$ cat config.mk
export PLATFORM = sky130hd
export DESIGN_NAME = waveform_plotter
export DESIGN_NICKNAME = d
export VERILOG_FILES = /design/src/rtl/fb_pkg.sv /design/src/rtl/sample_to_row.sv /design/src/rtl/waveform_plotter.sv
export SDC_FILE = /design/constraint.sdc
export NUM_CORES = 1
export LEC_CHECK = 0
export ABC_AREA = 1
export CAP_MARGIN = 40
export CORE_ASPECT_RATIO = 1.2
export CORE_MARGIN = 10
export CORE_UTILIZATION = 54
export CTS_CLUSTER_DIAMETER = 150
export DETAILED_ROUTE_END_ITERATION = 10
export PLACE_DENSITY = 0.72
export SYNTH_ARGS = -nofsm -noshare
export SYNTH_HDL_FRONTEND = slang
export SYNTH_SLANG_ARGS = --single-unit
$ cat constraint.sdc
create_clock -name clk -period 6.1 [get_ports clk]
set_clock_uncertainty 0.1 [all_clocks]
set_input_delay 0.61 -clock clk [delete_from_list [all_inputs] [get_ports clk]]
set_output_delay 0.61 -clock clk [all_outputs]
set_load 0.1 [all_outputs]
$ cat src/rtl/fb_pkg.sv
// Shared framebuffer definitions: screen geometry, address width and the
// state encodings used by the plotter and the clear engine.
package fb_pkg;

  localparam int SCREEN_WIDTH  = 640;
  localparam int SCREEN_HEIGHT = 480;
  localparam int CENTER_Y      = SCREEN_HEIGHT / 2;
  localparam int ADDR_WIDTH    = $clog2(SCREEN_WIDTH * SCREEN_HEIGHT);

  // Oscilloscope trace plotter states.
  typedef enum logic [2:0] {
    PLOT_WAIT_CLEAR,
    PLOT_ARMED,
    PLOT_COMPUTE,
    PLOT_DRAW,
    PLOT_FULL
  } plot_state_e;

  // Framebuffer clear engine states.
  typedef enum logic [1:0] {
    CLR_IDLE,
    CLR_RUN,
    CLR_DONE
  } clear_state_e;

endpackage

$ cat src/rtl/sample_to_row.sv
// Combinational mapping of a signed audio sample to a screen row:
// arithmetic scale-down, flip around the centre line, clamp to the screen.
module sample_to_row
  import fb_pkg::*;
#(
  parameter int SAMPLE_WIDTH = 24,
  parameter int COORD_WIDTH  = 16,
  parameter int SCALE_SHIFT  = 15
) (
  input  logic signed [SAMPLE_WIDTH-1:0] sample_i,
  output logic        [COORD_WIDTH-1:0]  row_o
);

  // Wide enough for both the sample and a coordinate plus a sign bit, so the
  // offset subtraction can never wrap before the clamp sees it.
  localparam int CW = ((SAMPLE_WIDTH > COORD_WIDTH) ? SAMPLE_WIDTH : COORD_WIDTH) + 1;

  localparam logic signed [CW-1:0]          CENTER_C = CW'(CENTER_Y);
  localparam logic signed [CW-1:0]          MAX_C    = CW'(SCREEN_HEIGHT - 1);
  localparam logic        [COORD_WIDTH-1:0] MAX_ROW  = COORD_WIDTH'(SCREEN_HEIGHT - 1);

  logic signed [CW-1:0] sample_ext;
  logic signed [CW-1:0] shifted;
  logic signed [CW-1:0] y_raw;

  assign sample_ext = {{(CW - SAMPLE_WIDTH){sample_i[SAMPLE_WIDTH-1]}}, sample_i};
  assign shifted    = sample_ext >>> SCALE_SHIFT;
  // Positive samples plot upward, so the scaled value is subtracted.
  assign y_raw      = CENTER_C - shifted;

  // Clamp the signed row into [0, SCREEN_HEIGHT-1].
  always_comb begin
    if (y_raw[CW-1]) begin
      row_o = '0;
    end else if (y_raw > MAX_C) begin
      row_o = MAX_ROW;
    end else begin
      row_o = y_raw[COORD_WIDTH-1:0];
    end
  end

endmodule

$ cat src/rtl/waveform_plotter.sv
// Oscilloscope trace plotter: decimates the audio stream and draws one
// vertically connected column per kept sample into the back framebuffer,
// only in the window between the end of a clear and the end of the frame.
module waveform_plotter
  import fb_pkg::*;
#(
  parameter int SAMPLE_WIDTH = 24,
  parameter int COORD_WIDTH  = 16,
  parameter int SCALE_SHIFT  = 15,
  parameter int DECIMATE     = 64
) (
  input  logic                    clk,
  input  logic                    reset,
  input  logic [SAMPLE_WIDTH-1:0] sample_data,
  input  logic                    sample_valid,
  output logic                    sample_ready,
  input  logic                    clearing_framebuffer,
  output logic [ADDR_WIDTH-1:0]   pixel_addr,
  output logic                    pixel_data,
  output logic                    pixel_wr_en,
  output logic                    frame_full
);

  localparam int DCW = (DECIMATE > 1) ? $clog2(DECIMATE) : 1;

  localparam logic [DCW-1:0]         DECIM_LAST = DCW'(DECIMATE - 1);
  localparam logic [COORD_WIDTH-1:0] X_LAST     = COORD_WIDTH'(SCREEN_WIDTH - 1);
  localparam logic [COORD_WIDTH-1:0] CENTER_ROW = COORD_WIDTH'(CENTER_Y);
  localparam logic [ADDR_WIDTH-1:0]  ROW_PITCH  = ADDR_WIDTH'(SCREEN_WIDTH);

  // Linear framebuffer index; the multiplier is a constant, so this reduces
  // to shifts and adds ahead of the address register.
  function automatic logic [ADDR_WIDTH-1:0] pixel_index(
    input logic [COORD_WIDTH-1:0] y,
    input logic [COORD_WIDTH-1:0] x
  );
    return ADDR_WIDTH'(y) * ROW_PITCH + ADDR_WIDTH'(x);
  endfunction

  plot_state_e              state_q, state_d;
  logic [COORD_WIDTH-1:0]   x_q, x_d;
  logic [DCW-1:0]           decim_q, decim_d;
  logic [COORD_WIDTH-1:0]   prev_y_q, prev_y_d;
  logic [COORD_WIDTH-1:0]   y_cur_q, y_cur_d;
  logic [COORD_WIDTH-1:0]   y_end_q, y_end_d;
  logic                     first_col_q, first_col_d;
  logic [SAMPLE_WIDTH-1:0]  sample_q, sample_d;
  logic                     clr_q;
  logic                     sample_ready_q, sample_ready_d;
  logic [ADDR_WIDTH-1:0]    pixel_addr_q, pixel_addr_d;
  logic                     pixel_data_q, pixel_data_d;
  logic                     pixel_wr_en_q, pixel_wr_en_d;
  logic                     frame_full_q, frame_full_d;

  logic                     clear_done;
  logic                     handshake;
  logic [COORD_WIDTH-1:0]   row_new;
  logic [COORD_WIDTH-1:0]   y_start;

  assign clear_done = clr_q & ~clearing_framebuffer;
  assign handshake  = sample_valid & sample_ready_q;

  sample_to_row #(
    .SAMPLE_WIDTH (SAMPLE_WIDTH),
    .COORD_WIDTH  (COORD_WIDTH),
    .SCALE_SHIFT  (SCALE_SHIFT)
  ) u_sample_to_row (
    .sample_i (sample_q),
    .row_o    (row_new)
  );

  // Next-state and registered-output logic for the plotter FSM.
  always_comb begin
    // NOTE: every variable gets a default before the case so no path leaves
    // one unassigned, which would otherwise infer a latch.
    state_d       = state_q;
    x_d           = x_q;
    decim_d       = decim_q;
    prev_y_d      = prev_y_q;
    y_cur_d       = y_cur_q;
    y_end_d       = y_end_q;
    first_col_d   = first_col_q;
    sample_d      = sample_q;
    pixel_addr_d  = pixel_addr_q;
    pixel_wr_en_d = 1'b0;
    frame_full_d  = frame_full_q;
    y_start       = prev_y_q;

    unique case (state_q)
      PLOT_WAIT_CLEAR: begin
        if (clear_done) begin
          state_d      = PLOT_ARMED;
          x_d          = '0;
          decim_d      = '0;
          first_col_d  = 1'b1;
          frame_full_d = 1'b0;
        end
      end

      PLOT_ARMED: begin
        if (handshake) begin
          if (decim_q == DECIM_LAST) begin
            sample_d = sample_data;
            decim_d  = '0;
            state_d  = PLOT_COMPUTE;
          end else begin
            decim_d = decim_q + 1'b1;
          end
        end
      end

      PLOT_COMPUTE: begin
        // The first column of a frame has no predecessor to connect to.
        y_start       = first_col_q ? row_new : prev_y_q;
        y_cur_d       = y_start;
        y_end_d       = row_new;
        pixel_wr_en_d = 1'b1;
        pixel_addr_d  = pixel_index(y_start, x_q);
        state_d       = PLOT_DRAW;
      end

      PLOT_DRAW: begin
        // The registered write of y_cur_q is on the port this cycle.
        if (y_cur_q == y_end_q) begin
          prev_y_d    = y_end_q;
          first_col_d = 1'b0;
          if (x_q == X_LAST) begin
            frame_full_d = 1'b1;
            state_d      = PLOT_FULL;
          end else begin
            x_d     = x_q + 1'b1;
            state_d = PLOT_ARMED;
          end
        end else begin
          y_cur_d       = (y_cur_q < y_end_q) ? y_cur_q + 1'b1 : y_cur_q - 1'b1;
          pixel_wr_en_d = 1'b1;
          pixel_addr_d  = pixel_index(y_cur_d, x_q);
        end
      end

      PLOT_FULL: begin
        // Samples are acknowledged and dropped until the next clear.
      end

      default: state_d = PLOT_WAIT_CLEAR;
    endcase

    // A clear in progress owns the framebuffer and aborts any drawing.
    if (clearing_framebuffer) begin
      state_d       = PLOT_WAIT_CLEAR;
      pixel_wr_en_d = 1'b0;
      frame_full_d  = 1'b0;
    end

    sample_ready_d = (state_d == PLOT_WAIT_CLEAR) ||
                     (state_d == PLOT_ARMED)      ||
                     (state_d == PLOT_FULL);
    pixel_data_d   = pixel_wr_en_d;
  end

  // State, datapath and output registers with synchronous reset.
  always_ff @(posedge clk) begin
    // NOTE: the datapath registers are reset along with the control state so
    // a reset mid-frame can never leave a stale coordinate behind.
    if (reset) begin
      state_q        <= PLOT_WAIT_CLEAR;
      x_q            <= '0;
      decim_q        <= '0;
      prev_y_q       <= CENTER_ROW;
      y_cur_q        <= '0;
      y_end_q        <= '0;
      first_col_q    <= 1'b1;
      sample_q       <= '0;
      clr_q          <= 1'b0;
      sample_ready_q <= 1'b0;
      pixel_addr_q   <= '0;
      pixel_data_q   <= 1'b0;
      pixel_wr_en_q  <= 1'b0;
      frame_full_q   <= 1'b0;
    end else begin
      // NOTE: non-blocking assignments keep every register sampling the
      // pre-edge values, independent of statement order.
      state_q        <= state_d;
      x_q            <= x_d;
      decim_q        <= decim_d;
      prev_y_q       <= prev_y_d;
      y_cur_q        <= y_cur_d;
      y_end_q        <= y_end_d;
      first_col_q    <= first_col_d;
      sample_q       <= sample_d;
      clr_q          <= clearing_framebuffer;
      sample_ready_q <= sample_ready_d;
      pixel_addr_q   <= pixel_addr_d;
      pixel_data_q   <= pixel_data_d;
      pixel_wr_en_q  <= pixel_wr_en_d;
      frame_full_q   <= frame_full_d;
    end
  end

  assign sample_ready = sample_ready_q;
  assign pixel_addr   = pixel_addr_q;
  assign pixel_data   = pixel_data_q;
  assign pixel_wr_en  = pixel_wr_en_q;
  assign frame_full   = frame_full_q;

endmodule

---- After elaboration in Yosys (flattened, before gate mapping) ----
Index checks and enable logic that the tools add are counted.
storage, ports and cells
  bits of input ports ..................... 28
  RAM bits ................................ 0
  logic and storage cells ................. 89
  memories ................................ 0
  bits in latches ......................... 0
  register bits after elaboration ......... 121
  bits in read-only memories .............. 0
  output and inout bits ................... 23
operators by class
  shift operators ......................... 0
  add/subtract/negate cells ............... 7
  reduce and logical (&&, ||, !) cells .... 15
  muxes and demuxes ....................... 32
  equal/unequal tests ..................... 15
  divide/modulo/power cells ............... 0
  multiply operators ...................... 2
  bitwise gates (word level) .............. 3
  $lt $le $gt $ge ......................... 2
operator list
  kind                   number
  $mux 16                8
  $pmux 16 s2            2
  $add 19x16->19         2
  $pmux 19 s2            1
  $add 16x1->16 const B  2
  $mul 16x3->12 const B  2
  $gt 25x10->1 const B   1
  $mux 19                1
  $mux 3                 6
  $mux 6                 3
  $eq 16x10->1 const B   1
  $eq 16x16->1           1
  $lt 16x16->1           1
  $sub 16x1->16 const B  1
  $pmux 3 s5             1
  $ne 2x2->1 const B     6
  $pmux 6 s2             1
  $sub 9x9->10 const A   1
  $reduce_and 3->1       3
  $reduce_and 4->1       2
  $add 6x1->6 const B    1
  $eq 3x1->1 const B     2
  $eq 3x2->1 const B     2
  $eq 3x3->1 const B     2
  other kinds (10)       23

---- Logic depth before layout (Yosys ltp) ----
  word-level depth ........................ 8
  gate-level depth with buffers ........... 34
  gate-level depth less buffers ........... 34

---- By module ----
A second synthesis with hierarchy kept.
second synthesis, totals
  cell total of the unflattened synthesis .. 1147
  area total of the unflattened synthesis .. 7992.7 sq um
by module, submodules not included
  module            cells each  seq. area each (sq um)  area each (sq um)  instances
  waveform_plotter  1076        2422.3                  7573.5             1
  sample_to_row     71          0.0                     419.2              1

---- Worst setup path after synthesis ----
No wires, ideal clock.
  kind .................................... register to register
  start ................................... reg y_cur_q[0]
  end ..................................... reg pixel_addr_q[18], in the netlist pixel_addr[18]
  period minus slack after synthesis ...... 4.974 ns
  path slack .............................. 1.126 ns
  data required time ...................... 5.881 ns
  data arrival time ....................... 4.755 ns
  stages on the path, launching flop included .. 30
  cells stage by stage .................... dfxtp_1 inv_1 ha_1 inv_1 a21oi_1 o21a_1 o221ai_1 nand2_1 nand2_1 inv_1 fa_1 o21ai_1 a21oi_1 o21bai_1 xor2_1 ha_1 ha_1 inv_1 nor2_1 o32ai_1 ha_1 a21oi_1 o21a_1 o21ai_0 a31oi_1 nor2_1 nand2_1 a21oi_1 nor2_1 nor2_1
between the ends
  cells in the longest elaborated chain, start to end .. 6
  elaborated cells on any way between the ends .. 11
  those cells by class .................... add/sub: 3; mul: 1; order compare: 1; eq/ne: 2; mux: 3; reduce/logical: 1
ends and longest elaborated chain
  item                                         line                     source
  start: declaration                           waveform_plotter.sv:44   logic [COORD_WIDTH-1:0] y_cur_q, y_cur_d;
  start signal: assignment                     waveform_plotter.sv:187  y_cur_q <= y_cur_d;
  $sub 16x1->16, or another cell as far along  waveform_plotter.sv:135  y_cur_d = (y_cur_q < y_end_q) ? y_cur_q + 1'b1 : y_cur_q - 1'b1;
  $mux 16                                      waveform_plotter.sv:135
  $mul 16x3->12                                waveform_plotter.sv:37   return ADDR_WIDTH'(y) * ROW_PITCH + ADDR_WIDTH'(x);
  $add 19x16->19                               waveform_plotter.sv:37
  $mux 19                                      waveform_plotter.sv:124  if (y_cur_q == y_end_q) begin
  $pmux 19 s2                                  waveform_plotter.sv:89   unique case (state_q)
  end signal: assignment                       waveform_plotter.sv:193  pixel_addr_q <= pixel_addr_d;
  end: declaration                             waveform_plotter.sv:50   logic [ADDR_WIDTH-1:0] pixel_addr_q, pixel_addr_d;
Parallel ways exist; a longest one is shown, timed or not. The select of a mux whose other input is x is not followed.
A chain may end at the register's enable or synchronous reset.

---- Final worst setup path ----
  start ................................... reg y_end_q[1]
  end ..................................... reg pixel_addr_q[18], in the netlist pixel_addr[18]
between the ends
  cells in the longest elaborated chain, start to end .. 6
  elaborated cells on any way between the ends .. 9
  those cells by class .................... add/sub: 1; mul: 1; order compare: 1; eq/ne: 2; mux: 3; reduce/logical: 1
ends and longest elaborated chain
  item                      line                     source
  start: declaration        waveform_plotter.sv:45   logic [COORD_WIDTH-1:0] y_end_q, y_end_d;
  start signal: assignment  waveform_plotter.sv:188  y_end_q <= y_end_d;
  $lt 16x16->1              waveform_plotter.sv:135
  $mux 16                   waveform_plotter.sv:135
  $mul 16x3->12             waveform_plotter.sv:37
  $add 19x16->19            waveform_plotter.sv:37
  $mux 19                   waveform_plotter.sv:124
  $pmux 19 s2               waveform_plotter.sv:89
Parallel ways exist; a longest one is shown, timed or not. The select of a mux whose other input is x is not followed.

==> results_dict.tcl <==
set metrics [dict create \
    status "completed" \
    drv_cap 0 \
    root_buffer "clkbuf_16" \
    initial_utilization_pct 55.2 \
    synthArstFlopShare_pct 0 \
    grt_max_degree 51 \
    pre_cts_ws_ns 0.547 \
    min_period_ns 5.58 \
    core_mm2 0.0121 \
    fin_nets 1082 \
    synth-seq-cells 92 \
    dieWidth_um 121 \
    final_cell_mix "nand2_1, inv_1, a21oi_1" \
    hold_ws_ns 0.356 \
    fmax_ghz 0.179 \
    syn_inst 934 \
    start_kind "flip-flop" \
    clock-sinks 92 \
    reg2reg_slack_ns 0.52 \
    die-area_mm2 0.0172 \
    p_leak_uw 0.00368 \
    final_util_pct 65.1 \
    htreeDepth 3 \
    cp_common_cell "ha_1" \
    finalHoldViolCount 0 \
    via_per_inst 5.35 \
    grt_pass1_wl_um 28200 \
    drt_iter0_markers 370 \
    whs_path_depth 2 \
    antenna_found_initial 0 \
    worst_slack_ns 0.518 \
    track_usage_pct 19.8 \
    clockBufferDepth 2 \
    hpwl_um 12700 \
    synth_area_mm2 0.00665 \
    cts.clk_slew.worst_paths_ns 0.07 \
    drive_gt1_share_pct 10.4 \
    design_area_mm2 0.00785 \
    post_dp_cell_area_mm2 0.00754 \
    synth-seq-area-share_pct 27.7 \
    crit_arrival_ns 5.71 \
    period_share_pct 91.5 \
    cp-end-kind "flip-flop" \
    peakVddDrop_uv 200 \
    ys.flop_type "dfxtp_1" \
    rsz0062_at_grt "false" \
    path_delay_family "compound AO/OA/AOI/OAI gates" \
    hold-path-endpoint "prev_y_q[0]" \
    numCtsBuffers 9 \
    tightest_slew_ns 0.789 \
    gp_congestion 0.887 \
    vias 6162 \
    cts_tree "built" \
    syn2layout_area_growth_pct 18.1 \
    ys_types 58 \
    p_per_area_mw_per_mm2 169 \
    r2r_cells 29 \
    overflow 0 \
    synth_edf_count 0 \
    reg2reg_to "pixel_addr[18]" \
    final_common_cell "nand2_1" \
    setup_tns_ns 0 \
    wl_per_cell_um 14.6 \
    rows 44 \
    die_y_um 142 \
    min_from "prev_y_q[0]" \
    drv_slew 0 \
    drt_first_pass_iters 4 \
    path_max_fanout 14 \
    drt_wl_total_um 16800 \
    ys_warn_count 0 \
    path_buf_inv 3 \
    drc 0 \
    cp_data_required_time_ns 6.23 \
    hp-class "flip-flop to flip-flop" \
    diodes 0 \
    critPathSlowestCell "ha_1" \
    critical_path_class "flip-flop to flip-flop" \
    syn_avg_cell_area_um2 7.12 \
    io-pin-count 51 \
    grt_pass1_vias 6042 \
    setup_viol 0 \
    critPathMaxStageDelay_ns 0.38 \
    ant_nets 0 \
    clk_latency_ns 0.34 \
    portBuffers 35 \
    r2r-start "y_end_q[1]" \
    syn_nets 1031 \
    slew_headroom_pct 47.4 \
]
[kinds of logic (layout without fill, tap and decap cells)]
family / after synthesis / in the layout / share of synthesized area [%]
and+or+nand+nor: 364 / 364 / 25.8
AOI/OAI and AO/OA: 221 / 221 / 19.3
buffers and inverters: 156 / 212 / 9.43
DFF: 92 / 92 / 27.7
adders and majority gates: 69 / 69 / 13.4
xor gates and xnor gates: 31 / 31 / 4.20
muxes: 1 / 1 / 0.151
[timing repair]
item | 4_1_cts | 5_1_grt
resized for setup | 0 | 1
hold buffers | 0 | 0
endpoints found under the setup margin | 0 | 1
setup buffers | 0 | 0
[worst max path at each step]
| stage | slack, ns | cells after the start | start | to |
|---|---|---|---|---|
| after floorplan | 1.13 | 29 | y_cur_q[0] | pixel_addr[18] |
| after global placement | 0.61 | 29 | y_end_q[1] | pixel_addr[18] |
| after detailed placement | 0.55 | 29 | y_end_q[1] | pixel_addr[18] |
| after CTS | 0.52 | 29 | y_end_q[1] | pixel_addr[18] |
| after global routing | 0.003 | 29 | y_end_q[3] | pixel_addr[18] |
| final | 0.52 | 29 | y_end_q[1] | pixel_addr[18] |
[metal layers]
layer	vias up	wire length, um	GRT usage [%]
li1	3216	-	-
met1	2804	7400	23.4
met2	115	8340	34.6
met3	27	675	3.53
met4	0	398	7.10
met5	-	0	0
[where the power goes]
| group | switching (uW) | leakage [uW] | internal (uW) |
|---|---|---|---|
| Clock | 251 | 0.000151 | 335 |
| Combinational | 87.2 | 0.00278 | 52.2 |
| Sequential | 2.47 | 0.000742 | 602 |
[per-stage QoR]
step                      instances  power (uW)
after detailed placement       1135         755
after global placement         1111         753
final                          1151        1330
after floorplan                 934         719
after CTS                      1151        1330
after global routing           1151        1370
[area by class of cell]
type | count | area [um2]
clock buffers | 11 | 243
flip-flops and latches | 92 | 1840
inverters | 132 | 498
multi-input cells | 686 | 4190
repair buffers | 64 | 816
fillers | 1078 | 4200
clock inverters | 5 | 65.1
well taps | 161 | 201
[synthesized netlist by cell type, types with 4 or more instances]
cell type | n | area share (%)
buf_2 | 7 | 0.53
nand2_1 | 173 | 9.8
o21ai_1 | 7 | 0.53
o21a_1 | 4 | 0.45
xor2_1 | 18 | 2.4
nand4_1 | 13 | 1.2
nor2_4 | 5 | 0.85
nor2_1 | 76 | 4.3
a31oi_1 | 5 | 0.47
inv_1 | 124 | 7.0
nor3_1 | 13 | 0.98
xnor2_1 | 12 | 1.6
o211ai_1 | 11 | 1.2
o21ai_2 | 7 | 0.92
ha_1 | 65 | 12
or2_2 | 4 | 0.38
inv_2 | 7 | 0.40
dfxtp_1 | 92 | 28
nand2_2 | 7 | 0.66
a21oi_1 | 93 | 7.0
o21ai_0 | 71 | 5.3
nand3_1 | 46 | 3.5
fa_1 | 4 | 1.2
clkbuf_1 | 12 | 0.68
nand3_2 | 7 | 1.1
nor3_2 | 4 | 0.60
[worst register-to-register path: cells and delay by family, from the launching register on]
family / cells / cell delay, ns
adders and majority gates: 5 / 1.64
AOI/OAI and AO/OA: 12 / 2.10
buffers and inverters: 3 / 0.35
xor gates and xnor gates: 1 / 0.26
and+or+nand+nor: 8 / 0.65
DFF: 1 / 0.36
[flip-flops by register name, summed over array words and instances (netlist names), 3 cells and up]
signal,count
y_end_q,9
x_q,16
decim_q,6
state_q,3
pixel_addr,19
sample_q,9
y_cur_q,16
prev_y_q,9
No activity file was read; power rests on OpenSTA's default activity.
